===== config.mk =====
export PLATFORM = sky130hd
export DESIGN_NAME = if_prefetch_unit
export DESIGN_NICKNAME = d
export VERILOG_FILES = /design/src/rtl/if_prefetch_unit.sv
export SDC_FILE = /design/constraint.sdc
export NUM_CORES = 1
export LEC_CHECK = 0
export CORE_UTILIZATION = 38
export DETAILED_ROUTE_END_ITERATION = 8
export DONT_BUFFER_PORTS = 1
export SYNTH_ARGS = -nofsm -noshare
export SYNTH_HDL_FRONTEND = slang
export SYNTH_SLANG_ARGS = --single-unit
export TNS_END_PERCENT = 100

===== constraint.sdc =====
create_clock -name clk -period 7.5 [get_ports clk]
set_input_delay 0 -clock clk [delete_from_list [all_inputs] [get_ports clk]]
set_output_delay 0 -clock clk [all_outputs]
set_load 0.05 [all_outputs]

===== src/rtl/if_prefetch_unit.sv =====
`default_nettype none
// ============================================================================
//  Module   : if_prefetch_unit
//  Brief    : Instruction-fetch stage with a credit-limited prefetch FIFO.
//  Revision : 1.0
// ============================================================================
module if_prefetch_unit #(
    parameter int          AW        = 32,
    parameter int          DW        = 32,
    parameter int          DEPTH     = 4,
    parameter logic [31:0] RESET_VEC = 32'h0,
    parameter logic [31:0] TRAP_VEC  = 32'h64,
    parameter int          PC_INC    = 4
) (
    input  logic          clk,
    input  logic          reset,
    input  logic          trap,
    input  logic          jr,
    input  logic          j,
    input  logic          br_taken,
    input  logic [AW-1:0] jr_addr,
    input  logic [AW-1:0] jump_addr,
    input  logic [AW-1:0] branch_addr,
    output logic          imem_req,
    output logic [AW-1:0] imem_addr,
    input  logic [DW-1:0] imem_rdata,
    output logic          valid_out,
    input  logic          ready_in,
    output logic [DW-1:0] instr_out,
    output logic [AW-1:0] pc_out,
    output logic [AW-1:0] nextpc_out
);

    localparam int              c_ptr_w    = $clog2(DEPTH);
    localparam int              c_cnt_w    = c_ptr_w + 1;
    localparam logic [AW-1:0]   c_reset_pc = AW'(RESET_VEC);
    localparam logic [AW-1:0]   c_trap_pc  = AW'(TRAP_VEC);
    localparam logic [AW-1:0]   c_pc_inc   = AW'(PC_INC);
    localparam logic [c_cnt_w:0] c_depth   = (c_cnt_w + 1)'(DEPTH);

    logic [AW-1:0]      r_fetch_pc_q,    w_fetch_pc_d;
    logic [c_cnt_w-1:0] r_count_q,       w_count_d;
    logic [c_ptr_w-1:0] r_rd_ptr_q,      w_rd_ptr_d;
    logic [c_ptr_w-1:0] r_wr_ptr_q,      w_wr_ptr_d;
    logic               r_inflight_q,    w_inflight_d;
    logic [AW-1:0]      r_inflight_pc_q, w_inflight_pc_d;

    logic [AW-1:0] r_pc_mem_q    [DEPTH];
    logic [AW-1:0] w_pc_mem_d    [DEPTH];
    logic [AW-1:0] r_npc_mem_q   [DEPTH];
    logic [AW-1:0] w_npc_mem_d   [DEPTH];
    logic [DW-1:0] r_instr_mem_q [DEPTH];
    logic [DW-1:0] w_instr_mem_d [DEPTH];

    logic             w_redirect;
    logic [AW-1:0]    w_target;
    logic [c_cnt_w:0] w_occupancy;
    logic             w_issue;
    logic             w_push;
    logic             w_pop;

    always_comb begin
        w_redirect = trap | jr | j | br_taken;
        w_target   = branch_addr;
        if (trap) begin
            w_target = c_trap_pc;
        end else if (jr) begin
            w_target = jr_addr;
        end else if (j) begin
            w_target = jump_addr;
        end
    end

    // Entries already buffered plus the one in flight must fit, so a stalled
    // decode can never cause an overflow.
    always_comb begin
        w_occupancy = {1'b0, r_count_q} + {{c_cnt_w{1'b0}}, r_inflight_q};
        w_issue     = !reset && !w_redirect && (w_occupancy < c_depth);
        w_push      = r_inflight_q && !w_redirect;
        w_pop       = (r_count_q != '0) && ready_in && !w_redirect;
    end

    always_comb begin
        w_fetch_pc_d    = r_fetch_pc_q;
        w_count_d       = r_count_q;
        w_rd_ptr_d      = r_rd_ptr_q;
        w_wr_ptr_d      = r_wr_ptr_q;
        w_inflight_d    = r_inflight_q;
        w_inflight_pc_d = r_inflight_pc_q;
        w_pc_mem_d      = r_pc_mem_q;
        w_npc_mem_d     = r_npc_mem_q;
        w_instr_mem_d   = r_instr_mem_q;

        if (w_redirect) begin
            w_fetch_pc_d = w_target;
            w_count_d    = '0;
            w_rd_ptr_d   = '0;
            w_wr_ptr_d   = '0;
            w_inflight_d = 1'b0;
        end else begin
            if (w_issue) begin
                w_fetch_pc_d    = r_fetch_pc_q + c_pc_inc;
                w_inflight_pc_d = r_fetch_pc_q;
            end
            w_inflight_d = w_issue;
            if (w_push) begin
                w_pc_mem_d[r_wr_ptr_q]    = r_inflight_pc_q;
                w_npc_mem_d[r_wr_ptr_q]   = r_inflight_pc_q + c_pc_inc;
                w_instr_mem_d[r_wr_ptr_q] = imem_rdata;
                w_wr_ptr_d                = r_wr_ptr_q + c_ptr_w'(1);
            end
            if (w_pop) begin
                w_rd_ptr_d = r_rd_ptr_q + c_ptr_w'(1);
            end
            w_count_d = r_count_q + c_cnt_w'(w_push) - c_cnt_w'(w_pop);
        end
    end

    always_ff @(posedge clk) begin
        if (reset) begin
            r_fetch_pc_q    <= c_reset_pc;
            r_count_q       <= '0;
            r_rd_ptr_q      <= '0;
            r_wr_ptr_q      <= '0;
            r_inflight_q    <= 1'b0;
            r_inflight_pc_q <= '0;
            for (int i = 0; i < DEPTH; i++) begin
                r_pc_mem_q[i]    <= '0;
                r_npc_mem_q[i]   <= '0;
                r_instr_mem_q[i] <= '0;
            end
        end else begin
            r_fetch_pc_q    <= w_fetch_pc_d;
            r_count_q       <= w_count_d;
            r_rd_ptr_q      <= w_rd_ptr_d;
            r_wr_ptr_q      <= w_wr_ptr_d;
            r_inflight_q    <= w_inflight_d;
            r_inflight_pc_q <= w_inflight_pc_d;
            r_pc_mem_q      <= w_pc_mem_d;
            r_npc_mem_q     <= w_npc_mem_d;
            r_instr_mem_q   <= w_instr_mem_d;
        end
    end

    always_comb begin
        imem_req   = w_issue;
        imem_addr  = r_fetch_pc_q;
        valid_out  = (r_count_q != '0);
        instr_out  = r_instr_mem_q[r_rd_ptr_q];
        pc_out     = r_pc_mem_q[r_rd_ptr_q];
        nextpc_out = r_npc_mem_q[r_rd_ptr_q];
    end

endmodule
`default_nettype wire

==> out/qor.txt, run 1 <==
Largest net degree at the start of global routing: 355
CP top delay family: buffers and inverters
Warnings, synthesis: 0
Arr. time, crit path: 4.41 ns
CP Launch Type: input port
First-pass GRT wire length: 93300 microns
Routed len/inst: 20.2 microns
Worst-margin pin slew: 1.10 ns
Tmin final: 3.87 ns
Remaining DRCs: 0
Crit share post-route: 0.516
Critical Path RT: 8.04 ns
CP max FO: 40
H-tree levels: 2
Post-Synthesis Cells: 2317
Final net count: 2418
Root Driver: clkbuf_16
Initial Utilization: 0.388
Slowest cell on crit path: dlygate4sd3_1
F_max: 258 MHz
Max_cap viols: 0
CP Buf/Inv Count: 6
Reg2reg end: imem_addr[30]$_SDFFE_PP0P_
Post-CTS Repair Setup Buffers: 0
WHS Endpoint: imem_addr[16]$_SDFFE_PP0P_
Initial antenna violation count: 0
CP Capture Type: flop
Syn avg cell area: 8.48 sq um
Count leader, synth: nand2_1
FF-to-FF setup slack: 4.25 ns
Dominant synthesized flop cell: dfxtp_1
Dominant cell type by area after synthesis: dfxtp_1
Post-Syn Area: 19700 sq um
Lkg Pwr: 0.00732 uW
P&R area growth vs syn: 15.7%
Die area: 52600 sq um
Final Hold Viols: 0
Hold path depth: 5
Setup violators final: 0
Clk_lat worst skew: 0.60 ns
HP Start: jr_addr[16]
Die X: 229 microns
Register area share after synthesis: 0.456
Post-DP HPWL: 35500 microns
Post-synthesis sequential element count: 448
Pwr Total: 5350 uW
Core area: 50600 sq um
I/O Pins: 265
Post-synthesis cell type count: 63
TNS Setup: 0 ns
PortBufs: 0
Via density: 5.64
EDFF count, synth: 0
CP max stage delay: 1.16 ns
Synth top cells by count: nand2_1 (639), dfxtp_1 (448), a21oi_1 (397), clkbuf_1 (170), o21ai_0 (112)
Vias in the first global route: 16.4k
# diodes: 0
RSZ-0062 raised after global routing: no
Largest cells by area after synthesis: dfxtp_1 (46%), nand2_1 (12%), mux4_2 (11%)
CTS tree: built
Share of cells above drive strength 1: 0.0939
Worst-path cell chain: dlygate4sd3_1, nor4_4, dlygate4sd3_1, buf_4, nor2_1, buf_4, o211ai_1, dlygate4sd3_1, a311oi_1, dlygate4sd3_1
Tot GR Track Use: 0.224
DR pass1 iterations: 5
Status: finished, final reports clean
Clock tree sinks: 448
Slew Limit Fails: 0
Via Count: 16.8k
Async SR Flop Fraction: 0
Die Height: 229 microns
# rows: 82
Critical path type: in -> reg
R2R depth: 6
Remaining global-route overflow: 0
Clock Skew: 0.0295 ns
CTS Buf Count: 49
Relative slew margins: 0.270
Final ANT Viol Nets: 0
Clock-pin slew on the worst setup and hold paths: 0.06 ns
PD cells: 235 nW/um^2
Routed wire length: 60200 microns
Post-Syn Nets: 2462
RePlAce Congestion: 0.834
Worst r2r src: imem_addr[5]$_SDFFE_PP0P_
Hold crit path type: in -> reg
Pre-CTS WS: 4.65 ns
Setup WS post-layout: 3.63 ns
Clock Tree Buf Depth: 3
Most Frequent Cell on Critical Path: dlygate4sd3_1
VDD IR max: 165 uV
Top-area cell type share of the netlist area: 0.456
DR iter-0 viols: 1324
==> worst reg2reg max path: cells and delay by family (launching register included) <==
family,cells,cell delay [ns]
flip-flops,1,0.83
AO/OA/AOI/OAI,2,0.21
AND/OR/NAND/NOR,3,1.51
buffers and inverters,1,0.59
==> per-layer routing <==
metal | GRT usage | routed length [microns] | up-vias
met4 | 0.0835 | 1810 | 0
met3 | 0.0486 | 4410 | 114
met1 | 0.280 | 25000 | 8166
met2 | 0.378 | 29000 | 580
met5 | 0 | 0 | -
li1 | - | - | 7960
==> power by group <==
| group | switching [uW] | internal (uW) |
|---|---|---|
| Clock | 991 | 1740 |
| Combinational | 96.4 | 82.5 |
| Sequential | 55.0 | 2390 |
==> cell usage in the layout, fill, tap and decap left out, types with 4 or more instances in the layout <==
| cell type | n |
|---|---|
| mux2i_1 | 27 |
| a31oi_1 | 4 |
| nand4_1 | 17 |
| and3_4 | 4 |
| o211ai_1 | 13 |
| or3_1 | 5 |
| a21oi_1 | 397 |
| xor2_1 | 7 |
| bufinv_16 | 12 |
| and3_1 | 12 |
| dlygate4sd3_1 | 106 |
| o21ai_0 | 112 |
| nor3_1 | 21 |
| xnor2_1 | 27 |
| mux2_2 | 7 |
| nor4_1 | 21 |
| inv_1 | 11 |
| buf_4 | 17 |
| ha_1 | 9 |
| nor2_1 | 82 |
| a22oi_1 | 4 |
| clkbuf_1 | 15 |
| and2_1 | 4 |
| mux4_2 | 94 |
| o31a_1 | 5 |
| clkbuf_8 | 8 |
| a31o_2 | 4 |
| a211oi_1 | 34 |
| clkbuf_16 | 51 |
| dfxtp_1 | 446 |
| nand3_1 | 28 |
| nand2_1 | 639 |
| nand3_2 | 4 |
| or4_1 | 4 |
| and4_1 | 9 |
==> kinds of logic (layout without fill, tap and decap cells) <==
group,count (synthesis),count (layout),share of synthesized area
AND/OR/NAND/NOR,863,863,0.182
AO/OA/AOI/OAI,600,600,0.166
flip-flops,448,448,0.456
buffers and inverters,234,229,0.0478
multiplexers,128,128,0.126
XOR/XNOR,34,34,0.0152
adder cells (fa/ha/maj),10,10,0.00675
==> sequential cells by signal, indices dropped and copies added, names as in the netlist <==
register,count
imem_addr,32
r_count_q,3
r_inflight_pc_q,32
r_inflight_q,1
r_instr_mem_q,128
r_npc_mem_q,120
r_pc_mem_q,128
r_rd_ptr_q,2
r_wr_ptr_q,2
==> area by class of cell <==
| cell class | instances | area, sq um |
|---|---|---|
| clock inverters | 16 | 387 |
| multi-input cells | 1635 | 9790 |
| well taps | 672 | 841 |
| flip-flops and latches | 448 | 8980 |
| inverters | 14 | 52.6 |
| fillers | 4794 | 27800 |
| repair buffers | 125 | 1240 |
| clock buffers | 74 | 1440 |
==> worst max path at each step <==
| stage | cells past startpoint | start | to | slack, ns |
|---|---|---|---|---|
| after global routing | 10 | jr | imem_addr[22]$_SDFFE_PP0P_ | 3.40 |
| after floorplan | 7 | imem_addr[5]$_SDFFE_PP0P_ | imem_addr[28]$_SDFFE_PP0P_ | 5.05 |
| after detailed placement | 8 | r_inflight_q$_SDFF_PP0_ | imem_addr[18]$_SDFFE_PP0P_ | 4.65 |
| after CTS | 10 | jr | imem_addr[22]$_SDFFE_PP0P_ | 3.71 |
| final | 10 | jr | imem_addr[22]$_SDFFE_PP0P_ | 3.63 |
| after global placement | 2 | r_rd_ptr_q[0]$_SDFFE_PP0P_ | nextpc_out[0] | 4.68 |
==> per-stage QoR <==
stage	std cells	util	area, sq um	hold WS (ns)
2_1_floorplan	2317	-	19700	0.136
3_3_place_gp	2786	0.391	19800	0.105
3_5_place_dp	2786	0.391	19800	0.105
4_1_cts	2982	0.449	22700	0.00881
5_1_grt	2984	0.449	22700	0.0683
6_report	2984	0.449	22700	0.0243
==> repair_timing <==
item | 4_1_cts | 5_1_grt
hold buffers | 106 | 1
resized for setup | 0 | 0
hold endpoints to repair | 357 | 56
Power figures use the tool's default switching activity.
==> run 2, diff against run 1 <==
ABC_AREA = 1   (was unset)
clock period = 3.5 ns   (was 7.5 ns; I/O delays follow)
==> run 2 against run 1 <==
Against the previous run:
- synthesized area rose by 6.6%
- register-to-register slack got worse by 3.5 ns
- design area rose by 7.8%
- core utilization rose by 0.35 points
- clock skew fell by 0.011 ns
- critical endpoint is now imem_addr[4]$_SDFFE_PP0P_
- synthesized cell count rose by 34%
- routed wire length rose by 13%
- first-iteration DRC count rose by 20%
- via count rose by 24%
- critical path type unchanged
==> out/qor.txt, run 2 <==
CP max FO: 25
Core Util, Final: 0.453
Post-synthesis sequential element count: 448
CTS Buf Count: 49
Relative slew margins: 0.211
Critical path type: in -> reg
Arr. time, crit path: 3.71 ns
Post-CTS Repair Setup Buffers: 0
Critical Path RT: 3.97 ns
P&R area growth vs syn: 17.0%
Final ANT Viol Nets: 0
RSZ-0062 raised after global routing: no
Most frequent cells in the layout: nor2_1 (819), o21ai_0 (507), dfxtp_1 (446)
PortBufs: 0
Setup violators final: 0
Top-area cell type share of the netlist area: 0.428
Count leader, synth: nor2_1
Post-CTS sizing: 0
Pwr Total: 11000 uW
Status: finished, final reports clean
EDFF count, synth: 0
I/O Pins: 265
Clock Tree Buf Depth: 3
Most common cell after layout, fill and taps aside: nor2_1
Post-Syn Nets: 3250
Syn avg cell area: 6.75 sq um
Die area: 56100 sq um
Worst-path cell chain: dlygate4sd3_1, nor2_4, dlygate4sd3_1, nand2_4, nand2_1, o22ai_1, dlygate4sd3_1, nand2_1, a21oi_1, dlygate4sd3_1
Routed wire length: 68000 microns
Top Registers: r_instr_mem_q (128), r_pc_mem_q (128), r_npc_mem_q (120)
Post-Syn Area: 20900 sq um
Hold crit path type: in -> reg
Post-synthesis cell type count: 36
Placed cell area: 21800 sq um
Hold buffer count at cts: 107
Lkg Pwr: 0.0101 uW
Clk_lat worst skew: 0.59 ns
HP Start: imem_rdata[14]
Crit path from: br_taken
Synth top cells by count: nor2_1 (819), o21ai_0 (507), dfxtp_1 (448), nand2_1 (359), a21oi_1 (207)
Final Hold Viols: 0
Core area: 54100 sq um
Dominant cell type by area after synthesis: dfxtp_1
CTS tree: built
CP max stage delay: 0.72 ns
Initial Utilization: 0.387
VDD IR max: 328 uV
Largest net degree at the start of global routing: 161
FF-to-FF setup slack: 0.75 ns
Register area share after synthesis: 0.428
Async SR Flop Fraction: 0
First-pass GRT wire length: 107000 microns
Via Count: 20.9k
Post-DP HPWL: 42800 microns
Tmin final: 3.23 ns
# rows: 85
Final net count: 3312
Die Height: 237 microns
Largest cells by area after synthesis: dfxtp_1 (43%), nor2_1 (15%), o21ai_0 (12%)
DR pass1 iterations: 7
H-tree levels: 2
Slew Limit Fails: 0
RePlAce Congestion: 0.933
Most Frequent Cell on Critical Path: dlygate4sd3_1
Routed len/inst: 17.4 microns
Die X: 237 microns
Slowest cell on crit path: nand2_1
CP Capture Type: flop
Clock Skew: 0.0187 ns
Clock-pin slew on the worst setup and hold paths: 0.06 ns
Warnings, synthesis: 0
Clock tree sinks: 448
Share of cells above drive strength 1: 0.0734
Crit share post-route: 0.924
Max_cap viols: 0
CP Launch Type: input port
Root Driver: clkbuf_16
Initial antenna violation count: 3
DR iter-0 viols: 1589
Worst r2r src: imem_addr[3]$_SDFFE_PP0P_
Via density: 5.36
Remaining global-route overflow: 0
Dominant synthesized flop cell: dfxtp_1
Tot GR Track Use: 0.236
PD cells: 450 nW/um^2
TNS Setup: 0 ns
Design Area, Final: 24500 sq um
Worst-margin pin slew: 1.18 ns
Vias in the first global route: 19.7k
Remaining DRCs: 0
F_max: 309 MHz
Post-Synthesis Cells: 3105
run 2: changes by cell type after synthesis, sizes merged, moves of 95 or more:
cell	change
o21ai	+469
nor2	+750
o22ai	+95
nand2	-274
nand3	+95
a21oi	-191
inv	+165
run 2: worst max-delay path, delay by kind of cell:
| kind | cells | cell delay, ns |
|---|---|---|
| buffers and inverters | 4 | 2.38 |
| and+or+nand+nor | 4 | 1.07 |
| AOI/OAI and AO/OA | 2 | 0.23 |
run 2: path summary, 6_finish.rpt:
check                           cells past startpoint                              end
worst max-delay path                               10        imem_addr[4]$_SDFFE_PP0P_
worst min-delay path                                3  r_instr_mem_q[110]$_SDFFE_PP0P_
worst min register to register                      2     r_npc_mem_q[34]$_SDFFE_PP0P_
worst max register to register                      7        imem_addr[4]$_SDFFE_PP0P_
run 2: cell families after synthesis:
group	Yosys count	synth area share
AND/OR/NAND/NOR	1338	0.254
AO/OA/AOI/OAI	890	0.219
flip-flops	448	0.428
buffers and inverters	405	0.0865
XOR/XNOR	14	0.00585
adder cells (fa/ha/maj)	10	0.00633
run 2: area by class of cell:
type	count	area (sq um)
fillers	5454	29600
multi-input cells	2252	10200
flip-flops and latches	448	8970
repair buffers	235	2160
clock buffers	75	1470
well taps	696	871
inverters	181	697
clock inverters	12	161
diodes	3	7.51
run 2: layer usage:
| metal | part of all wire | global-route usage |
|---|---|---|
| met5 | 0 | 0 |
| met4 | 0.027 | 0.0791 |
| met3 | 0.063 | 0.0408 |
| met2 | 0.48 | 0.403 |
| met1 | 0.43 | 0.299 |
run 2: report_power, final:
part,switching (uW),internal (uW)
clock network,2150,3100
registers,134,5130
logic,318,198
run 2: through the flow:
step	setup slack [ns]	hold slack, ns	std cells
2_1_floorplan	1.18	0.149	3105
3_3_place_gp	1.05	0.0804	3705
3_5_place_dp	0.991	0.0847	3705
4_1_cts	0.361	0.183	3899
5_1_grt	0.0624	0.233	3901
6_report	0.267	0.211	3902
